==> src/rtl/shift_reg_univ_en.sv <==
// Universal shift register with clock enable.
// Modes: hold, shift right/left, rotate right/left, parallel load, clear, invert.
// A shift counter pulses word_done_out for one enabled cycle after every
// WIDTH counted shifts, so the block can act as a serializer or deserializer.
module shift_reg_univ_en #(
    parameter int                 WIDTH     = 8,
    parameter logic [WIDTH-1:0]   RESET_VAL = '0
) (
    input  logic             clk,
    input  logic             reset_ah_in,
    input  logic             en_in,
    input  logic [2:0]       mode_in,
    input  logic [WIDTH-1:0] d_in,
    input  logic             ser_msb_in,
    input  logic             ser_lsb_in,
    output logic [WIDTH-1:0] q_out,
    output logic             ser_msb_out,
    output logic             ser_lsb_out,
    output logic             word_done_out
);

    localparam int CW = $clog2(WIDTH + 1);
    localparam logic [CW-1:0] CNT_LAST = CW'(WIDTH - 1);

    typedef enum logic [2:0] {
        MODE_HOLD  = 3'b000,
        MODE_SHR   = 3'b001,
        MODE_SHL   = 3'b010,
        MODE_ROTR  = 3'b011,
        MODE_ROTL  = 3'b100,
        MODE_LOAD  = 3'b101,
        MODE_CLEAR = 3'b110,
        MODE_INV   = 3'b111
    } mode_e;

    logic [WIDTH-1:0] q_q, q_d;
    logic [CW-1:0]    cnt_q, cnt_d;
    logic             done_q, done_d;
    logic             counted;

    // Next-state: data path by mode, then shift counting and word-done pulse.
    always_comb begin
        // NOTE: every output of this block gets a default first, so no path
        // leaves a variable unassigned and no latch is inferred.
        q_d     = q_q;
        cnt_d   = cnt_q;
        done_d  = done_q;   // disabled edges hold a pending pulse
        counted = 1'b0;

        if (en_in) begin
            done_d = 1'b0;
            unique case (mode_e'(mode_in))
                MODE_HOLD:  q_d = q_q;
                MODE_SHR: begin
                    q_d     = {ser_msb_in, q_q[WIDTH-1:1]};
                    counted = 1'b1;
                end
                MODE_SHL: begin
                    q_d     = {q_q[WIDTH-2:0], ser_lsb_in};
                    counted = 1'b1;
                end
                MODE_ROTR:  q_d = {q_q[0], q_q[WIDTH-1:1]};
                MODE_ROTL:  q_d = {q_q[WIDTH-2:0], q_q[WIDTH-1]};
                MODE_LOAD: begin
                    q_d   = d_in;
                    cnt_d = '0;
                end
                MODE_CLEAR: begin
                    q_d   = '0;
                    cnt_d = '0;
                end
                MODE_INV:   q_d = ~q_q;
                default:    q_d = q_q;
            endcase

            // The count wraps on the WIDTH-th shift instead of ever holding WIDTH.
            if (counted) begin
                if (cnt_q == CNT_LAST) begin
                    cnt_d  = '0;
                    done_d = 1'b1;
                end else begin
                    cnt_d = cnt_q + 1'b1;
                end
            end
        end
    end

    // State registers with synchronous reset that overrides enable and mode.
    always_ff @(posedge clk) begin
        // NOTE: sequential state uses non-blocking assignments so all flops
        // sample their inputs from the same pre-edge values.
        if (reset_ah_in) begin
            q_q    <= RESET_VAL;
            cnt_q  <= '0;
            done_q <= 1'b0;
        end else begin
            q_q    <= q_d;
            cnt_q  <= cnt_d;
            done_q <= done_d;
        end
    end

    assign q_out         = q_q;
    assign ser_msb_out   = q_q[WIDTH-1];
    assign ser_lsb_out   = q_q[0];
    assign word_done_out = done_q;

endmodule

==> config.mk <==
export PLATFORM = sky130hd
export DESIGN_NAME = shift_reg_univ_en
export DESIGN_NICKNAME = d
export VERILOG_FILES = /design/src/rtl/shift_reg_univ_en.sv
export SDC_FILE = /design/constraint.sdc
export NUM_CORES = 1
export LEC_CHECK = 0
export BUFFER_PORTS_ARGS = -buffer_cell sky130_fd_sc_hd__buf_2
export CAP_MARGIN = 40
export CORE_ASPECT_RATIO = 1.4
export CORE_MARGIN = 4
export CORE_UTILIZATION = 44
export DETAILED_ROUTE_END_ITERATION = 8
export PLACE_DENSITY = 0.73
export SETUP_SLACK_MARGIN = 0.5
export SLEW_MARGIN = 25
export SYNTH_ARGS = -nofsm -noshare
export SYNTH_HDL_FRONTEND = slang
export SYNTH_SLANG_ARGS = --single-unit
==> constraint.sdc <==
create_clock -name clk -period 1.6 [get_ports clk]
set_input_delay 0.32 -clock clk [delete_from_list [all_inputs] [get_ports clk]]
set_output_delay 0.32 -clock clk [all_outputs]
set_load 0.01 [all_outputs]
==> results of run 1 <==
[sequential cells by signal, indices dropped and copies added (netlist names)]
register and count:
cnt_q 4, q_out 8, word_done_out 1
[cell families (layout without fill, tap and decap cells)]
logic type,Yosys count,count (layout),synth area share [%]
mux,3,3,3.65
fa+ha+maj,5,5,7.31
flops,13,13,30.4
buf+inv,12,49,7.31
compound gates,38,38,32.5
xor+xnor,1,1,1.02
simple gates,34,34,17.8
[layer usage]
| layer | global-route usage (%) | share of wire (%) | vias up |
|---|---|---|---|
| met2 | 33.2 | 54 | 46 |
| met4 | 10.5 | 1.6 | 0 |
| met5 | 0 | 0 | - |
| li1 | - | - | 470 |
| met3 | 3.92 | 8.6 | 6 |
| met1 | 21.1 | 36 | 442 |
[worst reg2reg max path, delay by kind of cell, from the launching register on]
family                   cells  cell delay, ps
buffers and inverters        1              40
AO/OA/AOI/OAI                1             130
adder cells (fa/ha/maj)      1             150
flip-flops                   1             380
AND/OR/NAND/NOR              1             480
[power by group]
| part | internal [mW] | leakage [nW] | switching [mW] |
|---|---|---|---|
| logic | 0.162 | 0.430 | 0.137 |
| registers | 0.344 | 0.112 | 0.0237 |
| clock network | 0.0967 | 0.0150 | 0.115 |
[per-stage QoR]
| stage | setup WS (ps) | TNS, ps | util (%) |
|---|---|---|---|
| floorplan | 209 | 0 | - |
| global placement | -52.3 | -282 | 60.6 |
| detailed placement | -63.2 | -307 | 60.6 |
| CTS | 315 | 0 | 71.6 |
| global route | 216 | 0 | 75.4 |
| finish | 302 | 0 | 75.4 |
[cell type report]
cell class / count / area, um2 / area share [%]
Inverter: 5 / 47.5 / 3.50
Clock buffer: 4 / 26.3 / 1.93
Timing Repair Buffer: 40 / 372 / 27.3
Multi-Input combinational cell: 81 / 607 / 44.7
Tap cell: 20 / 25.0 / 1.84
Sequential cell: 13 / 282 / 20.7
[worst paths after layout]
check             slack [ps]                  startpoint                    endpoint
setup / recovery         300                  mode_in[0]       q_out[3]$_SDFFE_PP0P_
hold / removal           370                       en_in       cnt_q[1]$_SDFFE_PP0P_
setup reg to reg         370       cnt_q[0]$_SDFFE_PP0P_       cnt_q[2]$_SDFFE_PP0P_
hold reg to reg          480  word_done_out$_SDFFE_PP0P_  word_done_out$_SDFFE_PP0P_
[cell usage after synthesis]
| library cell | instances |
|---|---|
| dfxtp_1 | 13 |
| nor2_1 | 13 |
| nand2_1 | 11 |
| o21ai_0 | 8 |
| a211oi_1 | 7 |
| a21oi_1 | 7 |
| a222oi_1 | 6 |
| ha_1 | 5 |
| inv_1 | 4 |
| nand3_1 | 3 |
| a22oi_1 | 2 |
| buf_2 | 2 |
| buf_4 | 2 |
| clkbuf_1 | 2 |
| mux2i_1 | 2 |
| a21boi_2 | 1 |
| a21o_1 | 1 |
| a21oi_4 | 1 |
| a311oi_1 | 1 |
| and3b_1 | 1 |
| buf_6 | 1 |
| inv_2 | 1 |
| mux2_1 | 1 |
| nand2b_1 | 1 |
| nand3b_1 | 1 |
| nand4_1 | 1 |
| nor2b_1 | 1 |
| nor3_1 | 1 |
| o211a_1 | 1 |
| o21ai_1 | 1 |
| o21bai_1 | 1 |
| o31a_1 | 1 |
| or4_1 | 1 |
| xnor2_1 | 1 |
[repair_timing]
item / CTS / global route
buffers inserted: 5 / 0
gates resized for setup: 33 / 12
hold buffers: 0 / 0
pin swaps: 8 / 6
endpoints found under the setup margin: 21 / 23
cloned: 0 / 1
==> run metrics, run 1 <==
first-pass GRT wire length=3880 um; grt ovf=0; WP buf/inv=1; largest net degree at the start of global routing=16; PortBufs=26; Final Cycle Share=between 80% and 90%; CTS H-tree lvls=1; syn nets=127; Top Family by Delay on Critical Path=compound AO/OA/AOI/OAI gates; vias=around 960; nets=around 170; Die ar.=approximately 2700 um2; Final Setup Violations=0; initial antenna violation count=0; Clock transition at path regs=roughly 90 ps; Vias per Instance=5.91; Ys Warns=0; status=finished clean; area of the core=between 1500 and 2000 um2; Slowest Stage Delay on Critical Path=between 300 and 400 ps; Final Routed Wirelength=2530 um; worst hold slack=between 300 and 400 ps; Rows=18; 1st-pass router iterations=4; Fin Clk Skew=between 10 and 15 ps; Worst Setup Start Kind=primary input; worst hold path depth=3; sequential area share after synthesis=between 30% and 40%; Leak=around 0.56 nW; Pwr Density=around 650 nW/um2; clk sinks=13; slew at the pin closest to its max-slew limit=about 330 ps; CTS Buf Count=3; starting density of the core=about 48%; top cells by area, synth=dfxtp_1 30%, ha_1 7.3%, a222oi_1 7.0%; iteration-0 DRC count of the detailed router=between 40 and 50; Worst Path Required=1780 ps; Clock Path Buffers=2; post-route cell area=about 1400 um2; Crit Path Class=in2reg; drt drc=0; CP Data Arrival Time=roughly 1500 ps; most common cell after layout, fill and taps aside=buf_2; Post-Syn Area=856 um2; unrepaired setup endpoints after global routing=yes; Crit path depth=6; TritonCTS clock tree=built; R2R depth=4; drt wl/cell=between 15 and 20 um; clock latency on the worst-skew pair=around 280 ps; most frequent cells in the layout=15 x buf_2, 12 x nor2_1, 11 x buf_6; slowest CP cell=o31a_1; synthesized area per cell=8.07 um2; detailed placer's ending HPWL=1640 um; ANT cells=0; synthesized flop and latch total=13; Detail Route Antenna Nets=0; peak supply drop=approximately 0.00042 V; Design Power=~0.9 mW; Max FO, Critical Path=7; GRT Overall Usage=around a fifth; Post-Syn Instances=around 110; die height=60.2 um; MaxCap Viol Count=0; Area after DPL=1090 um2; fillers=roughly 130; minimum clock period=roughly 1300 ps; Rel. slew slack=about 78%; worst min path class=in2reg; Final Non-Filler Cells=roughly 160; Fmax=~770 MHz; Worst setup EP type=register; IO Count=27; Root Driver=clkbuf_4; Slew Limit Fails=0; Hold Fails Final Rpt=0; Die X=between 40 and 50 um; layout cells sized above 1=about half; cell taking the most area after synthesis=dfxtp_1; Critical Path, Cell by Cell=buf_12 -> ha_2 -> o31a_1 -> a21oi_4 -> a222oi_1 -> a211oi_1; cell count after placement=153; synth unique cells=34; routability cong.=between 0.7 and 0.8; Syn-to-layout area delta=58.8%; top-area cell type share of the netlist area=around 30%; vias in the first global route=911
No activity file was read; power rests on OpenSTA's default activity.
==> run 2: changes to the inputs <==
--- a/config.mk
+++ b/config.mk
@@ -7,11 +7,10 @@
 export LEC_CHECK = 0
 export BUFFER_PORTS_ARGS = -buffer_cell sky130_fd_sc_hd__buf_2
 export CAP_MARGIN = 40
-export CORE_ASPECT_RATIO = 1.4
 export CORE_MARGIN = 4
-export CORE_UTILIZATION = 44
+export CORE_UTILIZATION = 49
 export DETAILED_ROUTE_END_ITERATION = 8
-export PLACE_DENSITY = 0.73
+export PLACE_DENSITY = 0.77
 export SETUP_SLACK_MARGIN = 0.5
 export SLEW_MARGIN = 25
 export SYNTH_ARGS = -nofsm -noshare
==> constraint.sdc (replaced) <==
create_clock -name clk -period 1.3 [get_ports clk]
set_input_delay 0.26 -clock clk [delete_from_list [all_inputs] [get_ports clk]]
set_output_delay 0.26 -clock clk [all_outputs]
set_load 0.01 [all_outputs]
==> run 2 against run 1 <==
Net effect: the flow now finishes with violations (setup timing); final cell count grew 1.2%; cell area is 1.7% higher; combinational power rose by 28%; register-to-register slack got worse by 280 ps; total power is 25% higher; clock skew shrank 7.9 ps; wire length is 26% higher; die area fell by 9.0%.
==> run metrics, run 2 (same netlist as run 1, synthesis figures left out) <==
most common cell after layout, fill and taps aside=buf_2 (unchanged); slowest CP cell=o31a_1 (unchanged); Crit Path Class=in2reg (unchanged); slew at the pin closest to its max-slew limit=363 ps (was 334 ps); R2R Setup Slk=90 ps (was 370 ps); Worst Setup Start Kind=primary input (unchanged); Rows=14 (was 18); Pwr Density=795 nW/um2 (was 646 nW/um2); MaxCap Viol Count=0 (unchanged); vias in the first global route=923 (was 911); first-pass GRT wire length=4280 um (was 3880 um); vias=1,052 (was 964); WP buf/inv=2 (was 1); IO Count=27 (unchanged); Max FO, Critical Path=7 (unchanged); Top Family by Delay on Critical Path=compound AO/OA/AOI/OAI gates (unchanged); Clock Path Buffers=2 (unchanged); Clk pwr share=23.6% (was 24.1%); GRT Overall Usage=21.6% (was 19.1%); most frequent cells in the layout=18 x buf_2, 14 x buf_4, 13 x nor2_1 (was 15 x buf_2, 12 x nor2_1, 11 x buf_6); Vias per Instance=6.38 (was 5.91); drt wl/cell=19.2 um (was 15.5 um); Area after DPL=1100 um2 (was 1090 um2); largest net degree at the start of global routing=14 (was 16); CTS Buf Count=3 (unchanged); Slew Limit Fails=0 (unchanged); Power Internal=0.735 mW (was 0.602 mW); Rel. slew slack=75.8% (was 77.7%); Slowest Stage Delay on Critical Path=330 ps (was 310 ps); detailed placer's ending HPWL=1610 um (was 1640 um); Critical Path, Cell by Cell=buf_12 -> ha_4 -> o31a_1 -> a21oi_4 -> buf_4 -> a222oi_1 -> a211oi_1 (was buf_12 -> ha_2 -> o31a_1 -> a21oi_4 -> a222oi_1 -> a211oi_1); Hold Fails Final Rpt=0 (unchanged); Final Routed Wirelength=3180 um (was 2530 um); hold path startpoint=en_in (unchanged); Crit path depth=7 (was 6); Worst setup EP type=register (unchanged); status=finished with violations (was finished clean); nets=171 (was 165); die height=49.8 um (was 60.2 um); Combinational Power Share=34.8% (was 34.0%); Leak=0.584 nW (was 0.556 nW); routability cong.=0.778 (was 0.798); area of the core=1580 um2 (was 1800 um2); initial antenna violation count=0 (unchanged); reg2reg end=cnt_q[2]$_SDFFE_PP0P_ (unchanged); CP Data Arrival Time=1570 ps (was 1480 ps); worst setup margin=-89.5 ps (was 302 ps); ANT cells=0 (unchanged); R2R depth=4 (unchanged); Syn-to-layout area delta=61.4% (was 58.8%); Root Driver=clkbuf_4 (unchanged); minimum clock period=~1400 ps; peak supply drop=0.000678 V (was 0.000416 V); setup tns final=-110 ps (was 0 ps); post-route cell area=1380 um2 (was 1360 um2); Worst Path Required=1480 ps (was 1780 ps); share of power burned in registers=41.6% (was 41.9%); PortBufs=26 (unchanged); layout cells sized above 1=55.0% (was 49.7%); fillers=84 (was 128); failing checks=setup timing; starting density of the core=54.3% (was 47.5%); Detail Route Antenna Nets=0 (unchanged); 1st-pass router iterations=6 (was 4); unrepaired setup endpoints after global routing=yes (unchanged); grt ovf=0 (unchanged); Final Setup Violations=2 (was 0); P_sw=0.363 mW (was 0.275 mW); drt drc=0 (unchanged); Die X=49.8 um (was 45.3 um); hold bufs inserted after CTS=0 (unchanged); Final Cycle Share=107%; TritonCTS clock tree=built (unchanged); max reg flops=8 (unchanged); CTS H-tree lvls=1 (unchanged); iteration-0 DRC count of the detailed router=115 (was 42); r2r startpoint=cnt_q[1]$_SDFFE_PP0P_ (was cnt_q[0]$_SDFFE_PP0P_); worst min path class=in2reg (unchanged); Fmax=720 MHz; clk sinks=13 (unchanged); worst hold path depth=3 (unchanged); Clock transition at path regs=80 ps (was 90 ps); Hold Crit Endpoint=word_done_out$_SDFFE_PP0P_ (was cnt_q[1]$_SDFFE_PP0P_); clock latency on the worst-skew pair=270 ps (was 280 ps); Die ar.=2480 um2 (was 2720 um2); pre-CTS WS=-358 ps (was -63.2 ps); Sw Share=33.1% (was 31.4%); Fin Clk Skew=2.96 ps (was 10.8 ps)
run 2: cell count changes in the layout (fill, tap and decap cells not counted), moves of 2 or more:
| cell | change |
|---|---|
| dfxtp_2 | +2 |
| a21oi_1 | -2 |
| buf_4 | +5 |
| a21oi_2 | +2 |
| dfxtp_4 | -3 |
| buf_2 | +3 |
| buf_12 | -2 |
run 2: tightest hold or removal path, stage by stage:
cell     delay (ps)
buf_2           150
nand3_2          70
a21oi_2          40
run 2: layer usage:
metal | vias to the layer above | GRT usage [%] | part of all wire [%]
li1 | 484 | - | -
met1 | 486 | 27.1 | 38
met2 | 74 | 37.9 | 50
met3 | 8 | 3.01 | 9.2
met4 | 0 | 6.45 | 2.0
met5 | - | 0 | 0
run 2: worst max-delay path by stage:
stage               start               endpoint
2_1_floorplan  mode_in[1]  q_out[4]$_SDFFE_PP0P_
3_3_place_gp   mode_in[0]  q_out[4]$_SDFFE_PP0P_
3_5_place_dp   mode_in[0]  q_out[5]$_SDFFE_PP0P_
4_1_cts        mode_in[1]  q_out[5]$_SDFFE_PP0P_
5_1_grt        mode_in[0]  q_out[6]$_SDFFE_PP0P_
6_report       mode_in[0]  q_out[6]$_SDFFE_PP0P_
run 2: power by group through the flow:
stage | clock network [mW] | registers, mW | logic [mW]
4_1_cts | 0.253 | 0.453 | 0.331
2_1_floorplan | 0 | 0.463 | 0.168
3_5_place_dp | 0 | 0.459 | 0.277
5_1_grt | 0.273 | 0.461 | 0.410
6_report | 0.259 | 0.457 | 0.382
3_3_place_gp | 0 | 0.457 | 0.271
run 2: repair_timing:
item | in CTS | in global routing
endpoints found under the hold margin | 0 | 0
setup buffers | 7 | 2
resized for setup | 33 | 14
gates cloned | 0 | 0
endpoints found under the setup margin | 24 | 24
pin swaps | 16 | 11
run 2: final cells by class:
type,instances,area (um2),area share [%]
clock buffers,4,26.3,1.90
well taps,16,20.0,1.45
repair buffers,46,374,27.1
flip-flops and latches,13,273,19.7
multi-input cells,81,644,46.6
inverters,5,43.8,3.17
run 2: stage by stage:
stage	util, %	cells	power [mW]	hold WS (ps)
after floorplan	-	106	0.630	325
after global placement	69.9	152	0.728	452
after detailed placement	69.9	152	0.735	463
after CTS	82.9	163	1.04	281
after global routing	87.6	165	1.14	306
final	87.6	165	1.10	290
==> run 3: changes to the inputs <==
==> constraint.sdc (replaced) <==
create_clock -name clk -period 1.3 [get_ports clk]
set_input_delay 0.13 -clock clk [delete_from_list [all_inputs] [get_ports clk]]
set_output_delay 0.13 -clock clk [all_outputs]
set_load 0.01 [all_outputs]
==> run 3 against run 2 <==
Net effect: the flow now finishes without violations; utilization rose by 1.8 points; global-route usage rose by 2.2 points; non-clock buffer count rose by 3; sequential share of layout area rose by 0.75 points; sequential power barely moved; worst hold slack got worse by 130 ps; cell area rose by 2.1%; via count rose by 3.5%; critical path type is now reg2reg; critical endpoint is now cnt_q[2]$_SDFFE_PP0P_.
==> run metrics, run 3 (same netlist as run 1, synthesis figures left out) <==
status=finished clean (was finished with violations); clock latency on the worst-skew pair=270 ps (about the same); TritonCTS clock tree=built (unchanged); Sw Share=32.6% (was 33.1%); grt ovf=0 (unchanged); max reg flops=8 (unchanged); clk sinks=13 (unchanged); Design Power=1.10 mW (about the same); slowest CP cell=or4_4 (was o31a_1); worst hold path depth=2 (was 3); Worst setup EP type=register (unchanged); Power Internal=0.744 mW (was 0.735 mW); Metal-1 WL=1230 um (was 1220 um); Max FO, Critical Path=3 (was 7); Slowest Stage Delay on Critical Path=470 ps (was 330 ps); starting density of the core=54.3% (unchanged); PortBufs=26 (unchanged); area of the core=1580 um2 (unchanged); Clk pwr share=23.0% (was 23.6%); CP Data Arrival Time=1410 ps (was 1570 ps); Critical Path, Cell by Cell=ha_4 -> inv_2 -> or4_4 -> a21oi_2 (was buf_12 -> ha_4 -> o31a_1 -> a21oi_4 -> buf_4 -> a222oi_1 -> a211oi_1); Final Routed Wirelength=3250 um (was 3180 um); drt wl/cell=19.3 um (was 19.2 um); Rel. slew slack=75.3% (was 75.8%); largest net degree at the start of global routing=14 (unchanged); r2r startpoint=cnt_q[1]$_SDFFE_PP0P_ (unchanged); Final Setup Violations=0 (was 2); CTS Buf Count=3 (unchanged); Leak=0.589 nW (was 0.584 nW); setup tns final=0 ps (was -110 ps); Clock transition at path regs=80 ps (about the same); Detail Route Antenna Nets=0 (unchanged); GRT Overall Usage=23.8% (was 21.6%); Pwr Density=782 nW/um2 (was 795 nW/um2); Worst Setup Start Kind=register (was primary input); met3 WL=211 um (was 293 um); Combinational Power Share=35.5% (was 34.8%); layout cells sized above 1=54.6% (was 55.0%); vias=1,089 (was 1,052); initial antenna violation count=0 (unchanged); Die X=49.8 um (unchanged); slew at the pin closest to its max-slew limit=370 ps (was 363 ps); most common cell after layout, fill and taps aside=buf_4 (was buf_2); R2R Setup Slk=100 ps (was 90 ps); met2 wire len=1690 um (was 1600 um); share of power burned in registers=41.5% (was 41.6%); Finished Core Util=89.4% (was 87.6%); CTS H-tree lvls=1 (unchanged); Hold Crit Endpoint=q_out[0]$_SDFFE_PP0P_ (was word_done_out$_SDFFE_PP0P_); 1st-pass router iterations=4 (was 6); Crit Path Class=reg2reg (was in2reg); hold path startpoint=en_in (unchanged); MaxCap Viol Count=0 (unchanged); Fin Clk Skew=1.70 ps (was 2.96 ps); Vias per Instance=6.48 (was 6.38); Rows=14 (unchanged); die height=49.8 um (unchanged); peak supply drop=0.000695 V (was 0.000678 V); R2R depth=4 (unchanged); Fmax=830 MHz (was 720 MHz); fillers=68 (was 84); first-pass GRT wire length=4640 um (was 4280 um); Syn-to-layout area delta=64.8% (was 61.4%); nets=174 (was 171); reg2reg end=cnt_q[2]$_SDFFE_PP0P_ (unchanged); Clock Path Buffers=2 (unchanged); most frequent cells in the layout=21 x buf_4, 13 x nor2_1, 13 x buf_2, 13 x buf_6, 10 x nand2_1 (was 18 x buf_2, 14 x buf_4, 13 x nor2_1); minimum clock period=1200 ps (was 1390 ps); Root Driver=clkbuf_4 (unchanged); unrepaired setup endpoints after global routing=yes (unchanged); Die ar.=2480 um2 (unchanged); detailed placer's ending HPWL=1740 um (was 1610 um); vias in the first global route=996 (was 923); P_sw=0.360 mW (was 0.363 mW); Slew Limit Fails=0 (unchanged); ANT cells=0 (unchanged); drt drc=0 (unchanged); iteration-0 DRC count of the detailed router=60 (was 115); worst min path class=in2reg (unchanged); IO Count=27 (unchanged); Worst Path Required=1510 ps (was 1480 ps); Final Cycle Share=92.6% (was 107%); hold bufs inserted after CTS=0 (unchanged); Hold Fails Final Rpt=0 (unchanged); routability cong.=0.782 (was 0.778); Max Used Layer=met4 (unchanged)
==> run 3: cell count changes in the layout (fill, tap and decap cells not counted), moves of 2 or more <==
cell,change
buf_2,-5
buf_4,+7
buf_6,+2
dfxtp_2,-5
dfxtp_4,+6
==> run 3: power groups by stage <==
stage	logic [mW]	clock network (mW)	registers [mW]
final	0.392	0.254	0.458
after global routing	0.421	0.275	0.462
after CTS	0.343	0.257	0.454
after detailed placement	0.276	0	0.458
after global placement	0.267	0	0.456
after floorplan	0.162	0	0.462
==> run 3: how the worst max path moves through the flow <==
stage | start | to | slack, ps | cells after the start
after global placement | mode_in[1] | q_out[4]$_SDFFE_PP0P_ | -170 | 7
after global routing | q_out[7]$_SDFFE_PP0P_ | q_out[7]$_SDFFE_PP0P_ | 20 | 4
after floorplan | mode_in[1] | q_out[4]$_SDFFE_PP0P_ | 100 | 7
after detailed placement | mode_in[1] | q_out[1]$_SDFFE_PP0P_ | -240 | 6
final | cnt_q[1]$_SDFFE_PP0P_ | cnt_q[2]$_SDFFE_PP0P_ | 100 | 4
after CTS | cnt_q[0]$_SDFFE_PP0P_ | cnt_q[2]$_SDFFE_PP0P_ | 70 | 4
==> run 3: metal layers <==
metal | global-route usage, % | vias to the layer above
met2 | 40.7 | 73
li1 | - | 489
met4 | 7.83 | 0
met1 | 29.3 | 511
met5 | 0 | -
met3 | 5.12 | 16
==> run 3: worst max-delay path, delay by kind of cell (launching register included) <==
kind	cells	cell delay, ps
AO/OA/AOI/OAI	1	130
adder cells (fa/ha/maj)	1	150
buffers and inverters	1	30
flip-flops	1	360
AND/OR/NAND/NOR	1	470
==> run 3: area by class of cell <==
type / count / area, um2 / area share, %
repair buffers: 49 / 409 / 29.0
multi-input cells: 81 / 627 / 44.5
inverters: 5 / 38.8 / 2.75
clock buffers: 4 / 26.3 / 1.86
well taps: 16 / 20.0 / 1.42
flip-flops and latches: 13 / 289 / 20.5
==> run 3: what timing repair did <==
item,in CTS,in global routing
endpoints found under the setup margin,24,24
setup buffers,7,4
pin swaps,16,9
hold endpoints to repair,0,0
resized for setup,42,9
==> run 3: stage by stage <==
stage,instances,hold WS [ps],instance area (um2),setup slack (ps)
global route,168,156,1410,15.8
global placement,153,419,1110,-167
CTS,164,124,1350,71.8
finish,168,158,1410,95.9
detailed placement,153,421,1110,-238
floorplan,106,202,921,99.3
